File: src/rtl/axi_ram_arbiter_if.sv
// ---------------------------------------------------------------------------
// axi_ram_arbiter_if
// One AXI4 port bundle (AR, R, AW, W, B channels) for the RAM bus arbiter.
//   master modport : drives AR/AW/W payload+valid and R/B ready
//   slave  modport : drives AR/AW/W ready and R/B payload+valid
// Parameters: ADDR_W address width, DATA_W data width (strobe DATA_W/8),
//             ID_W transaction ID width.
// ---------------------------------------------------------------------------
interface axi_ram_if #(
  parameter int ADDR_W = 30,
  parameter int DATA_W = 64,
  parameter int ID_W   = 6
);
  // read address
  logic              arvalid;
  logic              arready;
  logic [ADDR_W-1:0] araddr;
  logic [7:0]        arlen;
  logic [2:0]        arsize;
  logic [1:0]        arburst;
  logic [ID_W-1:0]   arid;
  // read data
  logic              rvalid;
  logic              rready;
  logic [DATA_W-1:0] rdata;
  logic [1:0]        rresp;
  logic              rlast;
  logic [ID_W-1:0]   rid;
  // write address
  logic              awvalid;
  logic              awready;
  logic [ADDR_W-1:0] awaddr;
  logic [7:0]        awlen;
  logic [2:0]        awsize;
  logic [1:0]        awburst;
  logic [ID_W-1:0]   awid;
  // write data
  logic              wvalid;
  logic              wready;
  logic [DATA_W-1:0] wdata;
  logic [DATA_W/8-1:0] wstrb;
  logic              wlast;
  // write response
  logic              bvalid;
  logic              bready;
  logic [1:0]        bresp;
  logic [ID_W-1:0]   bid;

  modport master (
    output arvalid, araddr, arlen, arsize, arburst, arid,
    input  arready,
    input  rvalid, rdata, rresp, rlast, rid,
    output rready,
    output awvalid, awaddr, awlen, awsize, awburst, awid,
    input  awready,
    output wvalid, wdata, wstrb, wlast,
    input  wready,
    input  bvalid, bresp, bid,
    output bready
  );

  modport slave (
    input  arvalid, araddr, arlen, arsize, arburst, arid,
    output arready,
    output rvalid, rdata, rresp, rlast, rid,
    input  rready,
    input  awvalid, awaddr, awlen, awsize, awburst, awid,
    output awready,
    input  wvalid, wdata, wstrb, wlast,
    output wready,
    output bvalid, bresp, bid,
    input  bready
  );
endinterface

File: src/rtl/axi_ram_arbiter.sv
// ---------------------------------------------------------------------------
// axi_ram_arbiter
// Two-master (s0 = host DMA, s1 = core/cache) to one-slave AXI4 arbiter in
// front of the SoC RAM bus. Read and write paths are arbitrated independently
// with their own round-robin pointer; one burst in flight per path.
// Responses are steered by the registered grant, never by ID.
// Ports:
//   clk     : single clock
//   aresetn : asynchronous active-low reset
//   s0, s1  : upstream masters (slave modport)
//   m       : downstream RAM bus (master modport)
// ---------------------------------------------------------------------------
module axi_ram_arbiter #(
  parameter int ADDR_W = 30,
  parameter int DATA_W = 64,
  parameter int ID_W   = 6
) (
  input  logic      clk,
  input  logic      aresetn,
  axi_ram_if.slave  s0,
  axi_ram_if.slave  s1,
  axi_ram_if.master m
);
  localparam int STRB_W = DATA_W / 8;

  localparam logic [1:0] R_IDLE = 2'd0;
  localparam logic [1:0] R_ADDR = 2'd1;
  localparam logic [1:0] R_DATA = 2'd2;

  localparam logic [1:0] W_IDLE = 2'd0;
  localparam logic [1:0] W_ADDR = 2'd1;
  localparam logic [1:0] W_DATA = 2'd2;
  localparam logic [1:0] W_RESP = 2'd3;

  // grant/pointer encoding: 0 = s0, 1 = s1; pointer names the preferred master
  logic [1:0] rd_state_q, rd_state_d;
  logic       rd_gnt_q, rd_gnt_d, rd_ptr_q, rd_ptr_d;
  logic [1:0] wr_state_q, wr_state_d;
  logic       wr_gnt_q, wr_gnt_d, wr_ptr_q, wr_ptr_d;

  // selected-master views of the request channels
  logic [ADDR_W-1:0] ar_addr_s, aw_addr_s;
  logic [7:0]        ar_len_s, aw_len_s;
  logic [2:0]        ar_size_s, aw_size_s;
  logic [1:0]        ar_burst_s, aw_burst_s;
  logic [ID_W-1:0]   ar_id_s, aw_id_s;
  logic [DATA_W-1:0] w_data_s;
  logic [STRB_W-1:0] w_strb_s;
  logic              w_valid_s, w_last_s, r_ready_s, b_ready_s;

  logic rd_addr_ph_s, rd_data_ph_s, wr_addr_ph_s, wr_data_ph_s, wr_resp_ph_s;
  logic r0_s, r1_s, w0_s, w1_s, b0_s, b1_s;

  assign ar_addr_s  = rd_gnt_q ? s1.araddr  : s0.araddr;
  assign ar_len_s   = rd_gnt_q ? s1.arlen   : s0.arlen;
  assign ar_size_s  = rd_gnt_q ? s1.arsize  : s0.arsize;
  assign ar_burst_s = rd_gnt_q ? s1.arburst : s0.arburst;
  assign ar_id_s    = rd_gnt_q ? s1.arid    : s0.arid;
  assign r_ready_s  = rd_gnt_q ? s1.rready  : s0.rready;
  assign aw_addr_s  = wr_gnt_q ? s1.awaddr  : s0.awaddr;
  assign aw_len_s   = wr_gnt_q ? s1.awlen   : s0.awlen;
  assign aw_size_s  = wr_gnt_q ? s1.awsize  : s0.awsize;
  assign aw_burst_s = wr_gnt_q ? s1.awburst : s0.awburst;
  assign aw_id_s    = wr_gnt_q ? s1.awid    : s0.awid;
  assign w_valid_s  = wr_gnt_q ? s1.wvalid  : s0.wvalid;
  assign w_data_s   = wr_gnt_q ? s1.wdata   : s0.wdata;
  assign w_strb_s   = wr_gnt_q ? s1.wstrb   : s0.wstrb;
  assign w_last_s   = wr_gnt_q ? s1.wlast   : s0.wlast;
  assign b_ready_s  = wr_gnt_q ? s1.bready  : s0.bready;

  assign rd_addr_ph_s = (rd_state_q == R_ADDR);
  assign rd_data_ph_s = (rd_state_q == R_DATA);
  assign wr_addr_ph_s = (wr_state_q == W_ADDR);
  assign wr_data_ph_s = (wr_state_q == W_DATA);
  assign wr_resp_ph_s = (wr_state_q == W_RESP);

  // per-master "this phase belongs to me" qualifiers
  assign r0_s = rd_data_ph_s & ~rd_gnt_q;
  assign r1_s = rd_data_ph_s &  rd_gnt_q;
  assign w0_s = wr_data_ph_s & ~wr_gnt_q;
  assign w1_s = wr_data_ph_s &  wr_gnt_q;
  assign b0_s = wr_resp_ph_s & ~wr_gnt_q;
  assign b1_s = wr_resp_ph_s &  wr_gnt_q;

  // Downstream AR/R: payload is zero outside the phase that owns it
  assign m.arvalid = rd_addr_ph_s;
  assign m.araddr  = rd_addr_ph_s ? ar_addr_s  : '0;
  assign m.arlen   = rd_addr_ph_s ? ar_len_s   : '0;
  assign m.arsize  = rd_addr_ph_s ? ar_size_s  : '0;
  assign m.arburst = rd_addr_ph_s ? ar_burst_s : '0;
  assign m.arid    = rd_addr_ph_s ? ar_id_s    : '0;
  assign m.rready  = rd_data_ph_s & r_ready_s;

  // Downstream AW/W/B
  assign m.awvalid = wr_addr_ph_s;
  assign m.awaddr  = wr_addr_ph_s ? aw_addr_s  : '0;
  assign m.awlen   = wr_addr_ph_s ? aw_len_s   : '0;
  assign m.awsize  = wr_addr_ph_s ? aw_size_s  : '0;
  assign m.awburst = wr_addr_ph_s ? aw_burst_s : '0;
  assign m.awid    = wr_addr_ph_s ? aw_id_s    : '0;
  assign m.wvalid  = wr_data_ph_s & w_valid_s;
  assign m.wdata   = wr_data_ph_s ? w_data_s : '0;
  assign m.wstrb   = wr_data_ph_s ? w_strb_s : '0;
  assign m.wlast   = wr_data_ph_s & w_last_s;
  assign m.bready  = wr_resp_ph_s & b_ready_s;

  // Upstream s0: only the granted master ever sees ready/valid
  assign s0.arready = rd_addr_ph_s & ~rd_gnt_q & m.arready;
  assign s0.rvalid  = r0_s & m.rvalid;
  assign s0.rdata   = r0_s ? m.rdata : '0;
  assign s0.rresp   = r0_s ? m.rresp : '0;
  assign s0.rlast   = r0_s & m.rlast;
  assign s0.rid     = r0_s ? m.rid : '0;
  assign s0.awready = wr_addr_ph_s & ~wr_gnt_q & m.awready;
  assign s0.wready  = w0_s & m.wready;
  assign s0.bvalid  = b0_s & m.bvalid;
  assign s0.bresp   = b0_s ? m.bresp : '0;
  assign s0.bid     = b0_s ? m.bid : '0;

  // Upstream s1
  assign s1.arready = rd_addr_ph_s & rd_gnt_q & m.arready;
  assign s1.rvalid  = r1_s & m.rvalid;
  assign s1.rdata   = r1_s ? m.rdata : '0;
  assign s1.rresp   = r1_s ? m.rresp : '0;
  assign s1.rlast   = r1_s & m.rlast;
  assign s1.rid     = r1_s ? m.rid : '0;
  assign s1.awready = wr_addr_ph_s & wr_gnt_q & m.awready;
  assign s1.wready  = w1_s & m.wready;
  assign s1.bvalid  = b1_s & m.bvalid;
  assign s1.bresp   = b1_s ? m.bresp : '0;
  assign s1.bid     = b1_s ? m.bid : '0;

  // Read FSM next state: arbitrate in IDLE, rotate pointer on the last beat
  always_comb begin
    rd_state_d = rd_state_q;
    rd_gnt_d   = rd_gnt_q;
    rd_ptr_d   = rd_ptr_q;
    case (rd_state_q)
      R_IDLE: begin
        if (s0.arvalid || s1.arvalid) begin
          rd_gnt_d   = (s0.arvalid && s1.arvalid) ? rd_ptr_q : s1.arvalid;
          rd_state_d = R_ADDR;
        end else begin
          rd_state_d = R_IDLE;
        end
      end
      R_ADDR: begin
        if (m.arready) begin
          rd_state_d = R_DATA;
        end else begin
          rd_state_d = R_ADDR;
        end
      end
      R_DATA: begin
        if (m.rvalid && r_ready_s && m.rlast) begin
          rd_state_d = R_IDLE;
          rd_ptr_d   = ~rd_gnt_q;
        end else begin
          rd_state_d = R_DATA;
        end
      end
      default: rd_state_d = R_IDLE;
    endcase
  end

  // Write FSM next state: same arbitration, pointer rotates on the B handshake
  always_comb begin
    wr_state_d = wr_state_q;
    wr_gnt_d   = wr_gnt_q;
    wr_ptr_d   = wr_ptr_q;
    case (wr_state_q)
      W_IDLE: begin
        if (s0.awvalid || s1.awvalid) begin
          wr_gnt_d   = (s0.awvalid && s1.awvalid) ? wr_ptr_q : s1.awvalid;
          wr_state_d = W_ADDR;
        end else begin
          wr_state_d = W_IDLE;
        end
      end
      W_ADDR: begin
        if (m.awready) begin
          wr_state_d = W_DATA;
        end else begin
          wr_state_d = W_ADDR;
        end
      end
      W_DATA: begin
        if (w_valid_s && m.wready && w_last_s) begin
          wr_state_d = W_RESP;
        end else begin
          wr_state_d = W_DATA;
        end
      end
      W_RESP: begin
        if (m.bvalid && b_ready_s) begin
          wr_state_d = W_IDLE;
          wr_ptr_d   = ~wr_gnt_q;
        end else begin
          wr_state_d = W_RESP;
        end
      end
      default: wr_state_d = W_IDLE;
    endcase
  end

  // State, grant and pointer registers; reset abandons any burst in flight
  always_ff @(posedge clk or negedge aresetn) begin
    if (!aresetn) begin
      rd_state_q <= R_IDLE;
      rd_gnt_q   <= 1'b0;
      rd_ptr_q   <= 1'b0;
      wr_state_q <= W_IDLE;
      wr_gnt_q   <= 1'b0;
      wr_ptr_q   <= 1'b0;
    end else begin
      rd_state_q <= rd_state_d;
      rd_gnt_q   <= rd_gnt_d;
      rd_ptr_q   <= rd_ptr_d;
      wr_state_q <= wr_state_d;
      wr_gnt_q   <= wr_gnt_d;
      wr_ptr_q   <= wr_ptr_d;
    end
  end
endmodule
File: src/flat_wrapper.sv
// flat-port wrapper written by rule: the top's interface ports become plain ports
module axi_ram_arbiter_flat 
#(
  parameter int ADDR_W = 30,
  parameter int DATA_W = 64,
  parameter int ID_W   = 6
)
  (clk, aresetn, s0_arvalid, s0_araddr, s0_arlen, s0_arsize, s0_arburst, s0_arid, s0_arready, s0_rvalid, s0_rdata, s0_rresp, s0_rlast, s0_rid, s0_rready, s0_awvalid, s0_awaddr, s0_awlen, s0_awsize, s0_awburst, s0_awid, s0_awready, s0_wvalid, s0_wdata, s0_wstrb, s0_wlast, s0_wready, s0_bvalid, s0_bresp, s0_bid, s0_bready, s1_arvalid, s1_araddr, s1_arlen, s1_arsize, s1_arburst, s1_arid, s1_arready, s1_rvalid, s1_rdata, s1_rresp, s1_rlast, s1_rid, s1_rready, s1_awvalid, s1_awaddr, s1_awlen, s1_awsize, s1_awburst, s1_awid, s1_awready, s1_wvalid, s1_wdata, s1_wstrb, s1_wlast, s1_wready, s1_bvalid, s1_bresp, s1_bid, s1_bready, m_arvalid, m_araddr, m_arlen, m_arsize, m_arburst, m_arid, m_arready, m_rvalid, m_rdata, m_rresp, m_rlast, m_rid, m_rready, m_awvalid, m_awaddr, m_awlen, m_awsize, m_awburst, m_awid, m_awready, m_wvalid, m_wdata, m_wstrb, m_wlast, m_wready, m_bvalid, m_bresp, m_bid, m_bready);
  axi_ram_if #(.ADDR_W(ADDR_W), .DATA_W(DATA_W), .ID_W(ID_W)) s0_i ();
  axi_ram_if #(.ADDR_W(ADDR_W), .DATA_W(DATA_W), .ID_W(ID_W)) s1_i ();
  axi_ram_if #(.ADDR_W(ADDR_W), .DATA_W(DATA_W), .ID_W(ID_W)) m_i ();
  input  logic clk;
  input  logic aresetn;
  input wire logic [$bits(s0_i.arvalid)-1:0] s0_arvalid;
  input wire logic [$bits(s0_i.araddr)-1:0] s0_araddr;
  input wire logic [$bits(s0_i.arlen)-1:0] s0_arlen;
  input wire logic [$bits(s0_i.arsize)-1:0] s0_arsize;
  input wire logic [$bits(s0_i.arburst)-1:0] s0_arburst;
  input wire logic [$bits(s0_i.arid)-1:0] s0_arid;
  output wire logic [$bits(s0_i.arready)-1:0] s0_arready;
  output wire logic [$bits(s0_i.rvalid)-1:0] s0_rvalid;
  output wire logic [$bits(s0_i.rdata)-1:0] s0_rdata;
  output wire logic [$bits(s0_i.rresp)-1:0] s0_rresp;
  output wire logic [$bits(s0_i.rlast)-1:0] s0_rlast;
  output wire logic [$bits(s0_i.rid)-1:0] s0_rid;
  input wire logic [$bits(s0_i.rready)-1:0] s0_rready;
  input wire logic [$bits(s0_i.awvalid)-1:0] s0_awvalid;
  input wire logic [$bits(s0_i.awaddr)-1:0] s0_awaddr;
  input wire logic [$bits(s0_i.awlen)-1:0] s0_awlen;
  input wire logic [$bits(s0_i.awsize)-1:0] s0_awsize;
  input wire logic [$bits(s0_i.awburst)-1:0] s0_awburst;
  input wire logic [$bits(s0_i.awid)-1:0] s0_awid;
  output wire logic [$bits(s0_i.awready)-1:0] s0_awready;
  input wire logic [$bits(s0_i.wvalid)-1:0] s0_wvalid;
  input wire logic [$bits(s0_i.wdata)-1:0] s0_wdata;
  input wire logic [$bits(s0_i.wstrb)-1:0] s0_wstrb;
  input wire logic [$bits(s0_i.wlast)-1:0] s0_wlast;
  output wire logic [$bits(s0_i.wready)-1:0] s0_wready;
  output wire logic [$bits(s0_i.bvalid)-1:0] s0_bvalid;
  output wire logic [$bits(s0_i.bresp)-1:0] s0_bresp;
  output wire logic [$bits(s0_i.bid)-1:0] s0_bid;
  input wire logic [$bits(s0_i.bready)-1:0] s0_bready;
  input wire logic [$bits(s1_i.arvalid)-1:0] s1_arvalid;
  input wire logic [$bits(s1_i.araddr)-1:0] s1_araddr;
  input wire logic [$bits(s1_i.arlen)-1:0] s1_arlen;
  input wire logic [$bits(s1_i.arsize)-1:0] s1_arsize;
  input wire logic [$bits(s1_i.arburst)-1:0] s1_arburst;
  input wire logic [$bits(s1_i.arid)-1:0] s1_arid;
  output wire logic [$bits(s1_i.arready)-1:0] s1_arready;
  output wire logic [$bits(s1_i.rvalid)-1:0] s1_rvalid;
  output wire logic [$bits(s1_i.rdata)-1:0] s1_rdata;
  output wire logic [$bits(s1_i.rresp)-1:0] s1_rresp;
  output wire logic [$bits(s1_i.rlast)-1:0] s1_rlast;
  output wire logic [$bits(s1_i.rid)-1:0] s1_rid;
  input wire logic [$bits(s1_i.rready)-1:0] s1_rready;
  input wire logic [$bits(s1_i.awvalid)-1:0] s1_awvalid;
  input wire logic [$bits(s1_i.awaddr)-1:0] s1_awaddr;
  input wire logic [$bits(s1_i.awlen)-1:0] s1_awlen;
  input wire logic [$bits(s1_i.awsize)-1:0] s1_awsize;
  input wire logic [$bits(s1_i.awburst)-1:0] s1_awburst;
  input wire logic [$bits(s1_i.awid)-1:0] s1_awid;
  output wire logic [$bits(s1_i.awready)-1:0] s1_awready;
  input wire logic [$bits(s1_i.wvalid)-1:0] s1_wvalid;
  input wire logic [$bits(s1_i.wdata)-1:0] s1_wdata;
  input wire logic [$bits(s1_i.wstrb)-1:0] s1_wstrb;
  input wire logic [$bits(s1_i.wlast)-1:0] s1_wlast;
  output wire logic [$bits(s1_i.wready)-1:0] s1_wready;
  output wire logic [$bits(s1_i.bvalid)-1:0] s1_bvalid;
  output wire logic [$bits(s1_i.bresp)-1:0] s1_bresp;
  output wire logic [$bits(s1_i.bid)-1:0] s1_bid;
  input wire logic [$bits(s1_i.bready)-1:0] s1_bready;
  output wire logic [$bits(m_i.arvalid)-1:0] m_arvalid;
  output wire logic [$bits(m_i.araddr)-1:0] m_araddr;
  output wire logic [$bits(m_i.arlen)-1:0] m_arlen;
  output wire logic [$bits(m_i.arsize)-1:0] m_arsize;
  output wire logic [$bits(m_i.arburst)-1:0] m_arburst;
  output wire logic [$bits(m_i.arid)-1:0] m_arid;
  input wire logic [$bits(m_i.arready)-1:0] m_arready;
  input wire logic [$bits(m_i.rvalid)-1:0] m_rvalid;
  input wire logic [$bits(m_i.rdata)-1:0] m_rdata;
  input wire logic [$bits(m_i.rresp)-1:0] m_rresp;
  input wire logic [$bits(m_i.rlast)-1:0] m_rlast;
  input wire logic [$bits(m_i.rid)-1:0] m_rid;
  output wire logic [$bits(m_i.rready)-1:0] m_rready;
  output wire logic [$bits(m_i.awvalid)-1:0] m_awvalid;
  output wire logic [$bits(m_i.awaddr)-1:0] m_awaddr;
  output wire logic [$bits(m_i.awlen)-1:0] m_awlen;
  output wire logic [$bits(m_i.awsize)-1:0] m_awsize;
  output wire logic [$bits(m_i.awburst)-1:0] m_awburst;
  output wire logic [$bits(m_i.awid)-1:0] m_awid;
  input wire logic [$bits(m_i.awready)-1:0] m_awready;
  output wire logic [$bits(m_i.wvalid)-1:0] m_wvalid;
  output wire logic [$bits(m_i.wdata)-1:0] m_wdata;
  output wire logic [$bits(m_i.wstrb)-1:0] m_wstrb;
  output wire logic [$bits(m_i.wlast)-1:0] m_wlast;
  input wire logic [$bits(m_i.wready)-1:0] m_wready;
  input wire logic [$bits(m_i.bvalid)-1:0] m_bvalid;
  input wire logic [$bits(m_i.bresp)-1:0] m_bresp;
  input wire logic [$bits(m_i.bid)-1:0] m_bid;
  output wire logic [$bits(m_i.bready)-1:0] m_bready;
  assign s0_i.arvalid = s0_arvalid;
  assign s0_i.araddr = s0_araddr;
  assign s0_i.arlen = s0_arlen;
  assign s0_i.arsize = s0_arsize;
  assign s0_i.arburst = s0_arburst;
  assign s0_i.arid = s0_arid;
  assign s0_arready = s0_i.arready;
  assign s0_rvalid = s0_i.rvalid;
  assign s0_rdata = s0_i.rdata;
  assign s0_rresp = s0_i.rresp;
  assign s0_rlast = s0_i.rlast;
  assign s0_rid = s0_i.rid;
  assign s0_i.rready = s0_rready;
  assign s0_i.awvalid = s0_awvalid;
  assign s0_i.awaddr = s0_awaddr;
  assign s0_i.awlen = s0_awlen;
  assign s0_i.awsize = s0_awsize;
  assign s0_i.awburst = s0_awburst;
  assign s0_i.awid = s0_awid;
  assign s0_awready = s0_i.awready;
  assign s0_i.wvalid = s0_wvalid;
  assign s0_i.wdata = s0_wdata;
  assign s0_i.wstrb = s0_wstrb;
  assign s0_i.wlast = s0_wlast;
  assign s0_wready = s0_i.wready;
  assign s0_bvalid = s0_i.bvalid;
  assign s0_bresp = s0_i.bresp;
  assign s0_bid = s0_i.bid;
  assign s0_i.bready = s0_bready;
  assign s1_i.arvalid = s1_arvalid;
  assign s1_i.araddr = s1_araddr;
  assign s1_i.arlen = s1_arlen;
  assign s1_i.arsize = s1_arsize;
  assign s1_i.arburst = s1_arburst;
  assign s1_i.arid = s1_arid;
  assign s1_arready = s1_i.arready;
  assign s1_rvalid = s1_i.rvalid;
  assign s1_rdata = s1_i.rdata;
  assign s1_rresp = s1_i.rresp;
  assign s1_rlast = s1_i.rlast;
  assign s1_rid = s1_i.rid;
  assign s1_i.rready = s1_rready;
  assign s1_i.awvalid = s1_awvalid;
  assign s1_i.awaddr = s1_awaddr;
  assign s1_i.awlen = s1_awlen;
  assign s1_i.awsize = s1_awsize;
  assign s1_i.awburst = s1_awburst;
  assign s1_i.awid = s1_awid;
  assign s1_awready = s1_i.awready;
  assign s1_i.wvalid = s1_wvalid;
  assign s1_i.wdata = s1_wdata;
  assign s1_i.wstrb = s1_wstrb;
  assign s1_i.wlast = s1_wlast;
  assign s1_wready = s1_i.wready;
  assign s1_bvalid = s1_i.bvalid;
  assign s1_bresp = s1_i.bresp;
  assign s1_bid = s1_i.bid;
  assign s1_i.bready = s1_bready;
  assign m_arvalid = m_i.arvalid;
  assign m_araddr = m_i.araddr;
  assign m_arlen = m_i.arlen;
  assign m_arsize = m_i.arsize;
  assign m_arburst = m_i.arburst;
  assign m_arid = m_i.arid;
  assign m_i.arready = m_arready;
  assign m_i.rvalid = m_rvalid;
  assign m_i.rdata = m_rdata;
  assign m_i.rresp = m_rresp;
  assign m_i.rlast = m_rlast;
  assign m_i.rid = m_rid;
  assign m_rready = m_i.rready;
  assign m_awvalid = m_i.awvalid;
  assign m_awaddr = m_i.awaddr;
  assign m_awlen = m_i.awlen;
  assign m_awsize = m_i.awsize;
  assign m_awburst = m_i.awburst;
  assign m_awid = m_i.awid;
  assign m_i.awready = m_awready;
  assign m_wvalid = m_i.wvalid;
  assign m_wdata = m_i.wdata;
  assign m_wstrb = m_i.wstrb;
  assign m_wlast = m_i.wlast;
  assign m_i.wready = m_wready;
  assign m_i.bvalid = m_bvalid;
  assign m_i.bresp = m_bresp;
  assign m_i.bid = m_bid;
  assign m_bready = m_i.bready;
  axi_ram_arbiter #(.ADDR_W(ADDR_W), .DATA_W(DATA_W), .ID_W(ID_W)) u_core (.clk(clk), .aresetn(aresetn), .s0(s0_i), .s1(s1_i), .m(m_i));
endmodule
File: config.mk
export PLATFORM = sky130hd
export DESIGN_NAME = axi_ram_arbiter_flat
export DESIGN_NICKNAME = d
export VERILOG_FILES = /design/src/rtl/axi_ram_arbiter_if.sv /design/src/rtl/axi_ram_arbiter.sv /design/src/flat_wrapper.sv
export SDC_FILE = /design/constraint.sdc
export NUM_CORES = 1
export LEC_CHECK = 0
export CORE_AREA = 3 3 306 308
export DETAILED_ROUTE_END_ITERATION = 8
export DIE_AREA = 0 0 309 311
export PLACE_DENSITY = 0.3
export SLEW_MARGIN = 20
export SYNTH_ARGS = -nofsm -noshare
export SYNTH_HDL_FRONTEND = slang
export SYNTH_SLANG_ARGS = --single-unit
File: constraint.sdc
create_clock -name clk -period 3.6 [get_ports clk]
set_input_delay 0.36 -clock clk [delete_from_list [all_inputs] [get_ports clk]]
set_output_delay 0.36 -clock clk [all_outputs]
set_load 0.01 [all_outputs]
* Yosys cells after proc, flatten, opt, wreduce, memory -nomap -nowiden
Index checks and enable logic that the tools add are counted.
** Operators by class
- Equal/unequal tests :: 5
- Multiplexer cells :: 49
- Bitwise logic cells :: 28
- Reduce and logical (&&, ||, !) cells :: 15
** Operators by type and width (count)
- $mux W64 :: 4
- $mux W30 :: 4
- $mux W6 :: 8
- $mux W8 :: 6
- $and A1 B1 Y1 :: 26
- $mux W2 :: 12
- $mux W3 :: 4
- $mux W1 :: 9
- $pmux W2 S4 :: 1
- $reduce_and A2 Y1 :: 4
- $logic_and A1 B1 Y1 :: 7
- $eq A2 B2 Y1 const B :: 3
- $pmux W2 S3 :: 1
- $eq A2 B1 Y1 const B :: 2
- $logic_not A2 Y1 :: 2
- $logic_or A1 B1 Y1 :: 2
- $not A1 Y1 :: 2
** Storage, ports and cells
- Register bits after elaboration :: 8
- Input port bits :: 440
- Output and inout bits :: 348
- Word-level logic and storage cells :: 103

* Depth between registers and ports, before layout
- Depth in word-level cells :: 5
- Gate-level depth with buffers :: 6
- Mapped depth without buffers :: 4

* Worst setup path before layout
OpenSTA, ideal clock, no wires.
- Path type :: reg2out
- Start :: register u_core.wr_gnt_q
- End :: output m_wdata[10]
- Arrival :: 1273 ps
- Slack :: 1967 ps
- Cell stages (with the launch flop) :: 6
- Cells stage by stage :: dfrtp_1 -> buf_2 -> buf_4 -> nor2_4 -> buf_4 -> a22o_1
** On the way
- Word-level cells in the longest chain between the ends :: 2
** RTL lines
- from (decl) :: line axi_ram_arbiter.sv:39 : logic wr_gnt_q, wr_gnt_d, wr_ptr_q, wr_ptr_d;
- from (signal assigned) :: line axi_ram_arbiter.sv:220 : wr_gnt_q <= wr_gnt_d;
- $mux W64 :: line axi_ram_arbiter.sv:66 : assign w_data_s = wr_gnt_q ? s1.wdata : s0.wdata;
- $mux W64 :: line axi_ram_arbiter.sv:102 : assign m.wdata = wr_data_ph_s ? w_data_s : '0;
- to (decl) :: line flat_wrapper.sv:93 : output wire logic [$bits(m_i.wdata)-1:0] m_wdata;
No other way between the ends.

* Worst setup path in the final report
- Start :: register u_core.rd_gnt_q
- End :: output s0_rdata[23]
** On the way
- Word-level cells in the longest chain between the ends :: 3
** RTL lines
- from (decl) :: line axi_ram_arbiter.sv:37 : logic rd_gnt_q, rd_gnt_d, rd_ptr_q, rd_ptr_d;
- from (signal assigned) :: line axi_ram_arbiter.sv:217 : rd_gnt_q <= rd_gnt_d;
- $not A1 Y1 :: line axi_ram_arbiter.sv:78 : assign r0_s = rd_data_ph_s & ~rd_gnt_q;
- $and A1 B1 Y1 :: line axi_ram_arbiter.sv:78
- $mux W64 :: line axi_ram_arbiter.sv:110 : assign s0.rdata = r0_s ? m.rdata : '0;
- to (decl) :: line flat_wrapper.sv:22 : output wire logic [$bits(s0_i.rdata)-1:0] s0_rdata;
No other way between the ends.

==> results.sh <==
export IMPL_seqPwrFrac=0.043
export IMPL_place_ws_ns=0.7893
export IMPL_drc_errors=0
export IMPL_cts_resized=0
export IMPL_drtIter0Drc=335
export IMPL_skew_ns=0.0001986
export IMPL_path_max_fanout=43
export IMPL_status="completed"
export IMPL_r2r_setup_slack_ns=1.53
export IMPL_grt_remaining_overflow=0
export IMPL_syn_area_per_cell_um2=6.996
export IMPL_ff_latch_area_um2=207.7
export IMPL_drtAntennaViolNets=0
export IMPL_grt_pass1_wl_um=79320
export IMPL_cts_htree_levels=1
export IMPL_irDropWorstVdd_v=0.0003763
export IMPL_maxCapViolations=0
export IMPL_worst_slew_pin_slew_ns=0.9479
export IMPL_viasPerCell=2.939
export IMPL_cts_made_buffers=3
export IMPL_syn2layout_area_growth_pct=240.9
export IMPL_critPathCaptureType="output port"
export IMPL_grt_max_degree=75
export IMPL_die_w_um=309
export IMPL_clk_latency_ns=0.26
export IMPL_synth_cells=553
export IMPL_combPwrFrac=0.923
export IMPL_critPathArrivalTime_ns=2.70
export IMPL_rsz0062_at_grt="false"
export IMPL_tns_ns=0
export IMPL_fmax_ghz=0.3269
export IMPL_hold_end="u_core.wr_ptr_q$_DFFE_PN0P_"
export IMPL_switching_power_w=0.002898
export IMPL_ys_seq_elements=8
export IMPL_clk_pin_slew_ns=0.05
export IMPL_internal_power_w=0.003397
export IMPL_crit_chain="nor2_4, buf_12, and2_1, clkdlybuf4s50_1"
export IMPL_cts_sinks=8
export IMPL_port_buffers=787
export IMPL_die_h_um=311
export IMPL_required_ns=3.24
export IMPL_worstHoldPathCells=1
export IMPL_root_buffer="clkbuf_16"
export IMPL_synth_distinct_cells=26
export IMPL_crit_slowest_cell="nor2_4"
export IMPL_power_density_nw_per_um2=477.4
export IMPL_cts_tree="done"
export IMPL_r2r_start="u_core.wr_gnt_q$_DFFE_PN0P_"
export IMPL_cts_hold_buffers=0
export IMPL_clk_path_buf_depth=2
export IMPL_dieArea_um2=96100
export IMPL_cpPeakStageDelay_ns=0.70
export IMPL_grt_pass1_vias=7791
export IMPL_dp_hpwl_um=58180
export IMPL_wl_per_cell_um=25.26
export IMPL_slew_headroom=0.3681
export IMPL_slew_viol_final=0
export IMPL_antenna_found_initial=48
export IMPL_min_path_type="register to register"
export IMPL_syn_num_nets=993
export IMPL_ioPinCount=788
export IMPL_fin_crit_ns=3.059
export IMPL_setup_ws_ns=0.5411
export IMPL_hold_violations=0
export IMPL_coreArea_um2=91390
export IMPL_grt_total_usage=0.1239
export IMPL_yosys_warnings=0
export IMPL_vias=7368
export IMPL_r2r_cells=4
export IMPL_drive_gt1_frac=0.03000
export IMPL_syn_area_um2=3869
export IMPL_routed_wl_um=63340
export IMPL_n_fill_cell=10460
export IMPL_drt_pre_antenna_iters=4
export IMPL_worstSetupPathType="register to output port"
export IMPL_seq_area_frac_synth=0.05175
export IMPL_gp_congestion=0.8251
export IMPL_p_clk_frac=0.034
export IMPL_final_nets=1742
export IMPL_postCtsSetupBuffers=0
export IMPL_rows=111
export IMPL_finalSetupViolCount=0
export IMPL_multiInputGateArea_um2=3344
export IMPL_critPathLaunchType="register"
export IMPL_reg2reg_to="u_core.wr_state_q[0]$_DFF_PN0_"
export IMPL_min_from="u_core.wr_ptr_q$_DFFE_PN0P_"
export IMPL_layout_commonest_cell="clkdlybuf4s50_1"
export IMPL_start_util=0.04233
export IMPL_power_leakage_nw=4.812
export IMPL_sw_frac_of_total=0.4604
export IMPL_mostFrequentLayoutCells="clkdlybuf4s50_1, and2_1, nor2_1"
export IMPL_finalCritPeriodShare=0.8497
## cells by family (layout without fill, tap and decap cells)
family,after synthesis,in the layout,synth area share
and+or+nand+nor,298,298,0.4111
muxes,104,104,0.2697
AOI/OAI and AO/OA,81,81,0.1785
buffers and inverters,62,809,0.08894
DFF,8,8,0.05175
other,0,21,0
## cell type report
| type | instances | share of cell area |
|---|---|---|
| inverter | 6 | 0.001708 |
| sequential | 8 | 0.01575 |
| timing repair buffer | 800 | 0.6068 |
| clock buffer | 3 | 0.005692 |
| tap | 1186 | 0.1125 |
| multi-input combinational | 483 | 0.2536 |
| antenna | 21 | 0.003984 |
## synth_stat cells
| cell type | count | share of area |
|---|---|---|
| and2_1 | 164 | 0.27 |
| nor2_1 | 113 | 0.11 |
| mux2i_1 | 102 | 0.26 |
| a22o_1 | 72 | 0.16 |
| buf_2 | 20 | 0.026 |
| clkbuf_1 | 15 | 0.015 |
| dfrtp_1 | 8 | 0.052 |
| buf_4 | 7 | 0.014 |
| buf_6 | 7 | 0.020 |
| nor3_1 | 7 | 0.0091 |
| clkbuf_2 | 6 | 0.0078 |
| inv_1 | 6 | 0.0058 |
| nand2_1 | 5 | 0.0049 |
| a21oi_1 | 3 | 0.0039 |
| a31oi_1 | 2 | 0.0032 |
| and3_1 | 2 | 0.0032 |
| mux2_2 | 2 | 0.0058 |
| nand2b_1 | 2 | 0.0032 |
| nand2b_4 | 2 | 0.0071 |
| nor2_4 | 2 | 0.0058 |
| a211oi_1 | 1 | 0.0019 |
| buf_1 | 1 | 0.00097 |
| o211ai_2 | 1 | 0.0032 |
| o21ai_0 | 1 | 0.0013 |
| o31ai_1 | 1 | 0.0019 |
| or4_4 | 1 | 0.0029 |
## state kept, by name, summed over array words and instances, names as in the netlist
name and flops:
u_core.rd_ptr_q 1, u_core.rd_gnt_q 1, u_core.rd_state_q 2, u_core.wr_gnt_q 1, u_core.wr_ptr_q 1, u_core.wr_state_q 2
## metrics by stage
step | area, um2 | cells | hold WS [ns] | util | power (W)
3_3_place_gp | 13060 | 2483 | 0.4930 | 0.1429 | 0.006196
5_1_grt | 13150 | 2490 | 0.5128 | 0.1439 | 0.006708
3_5_place_dp | 13060 | 2483 | 0.4962 | 0.1429 | 0.006171
2_1_floorplan | 3869 | 553 | 0.06441 | - | 0.002852
6_report | 13190 | 2507 | 0.5024 | 0.1443 | 0.006296
4_1_cts | 13140 | 2486 | 0.5064 | 0.1437 | 0.006434
## power by group through the flow
stage	sequential, W	clock, W	combinational, W
after floorplan	0.000165	0	0.00269
after global placement	0.000270	0	0.00593
after detailed placement	0.000272	0	0.00590
after CTS	0.000271	0.000230	0.00593
after global routing	0.000281	0.000233	0.00619
final	0.000269	0.000216	0.00581
## critical path: cells and delay by family, from the launching register on
family	cells	cell delay, ns
buffers and inverters	2	0.84
DFF	1	0.67
and+or+nand+nor	2	0.86
## metal layers
layer  vias to the layer above  track usage  wire length (um)
met2                       533       0.2205             30700
met3                        67      0.04172              5551
met1                      3342       0.1473             26090
li1                       3408            -                 -
met5                         -            0               127
met4                        18      0.01437               867
## how the worst max path moves through the flow
stage                         to                   startpoint  slack [ns]  cells past startpoint
finish              s0_rdata[23]  u_core.rd_gnt_q$_DFFE_PN0N_        0.54                      4
CTS                 s0_rdata[28]  u_core.rd_gnt_q$_DFFE_PN0N_        0.49                      4
global route        s0_rdata[52]  u_core.rd_gnt_q$_DFFE_PN0N_        0.42                      4
detailed placement  s0_rdata[28]  u_core.rd_gnt_q$_DFFE_PN0N_        0.79                      4
global placement    s0_rdata[47]  u_core.rd_gnt_q$_DFFE_PN0N_        0.79                      4
floorplan            m_wdata[10]  u_core.wr_gnt_q$_DFFE_PN0P_        1.97                      5
(Power assumes the default switching activity.)
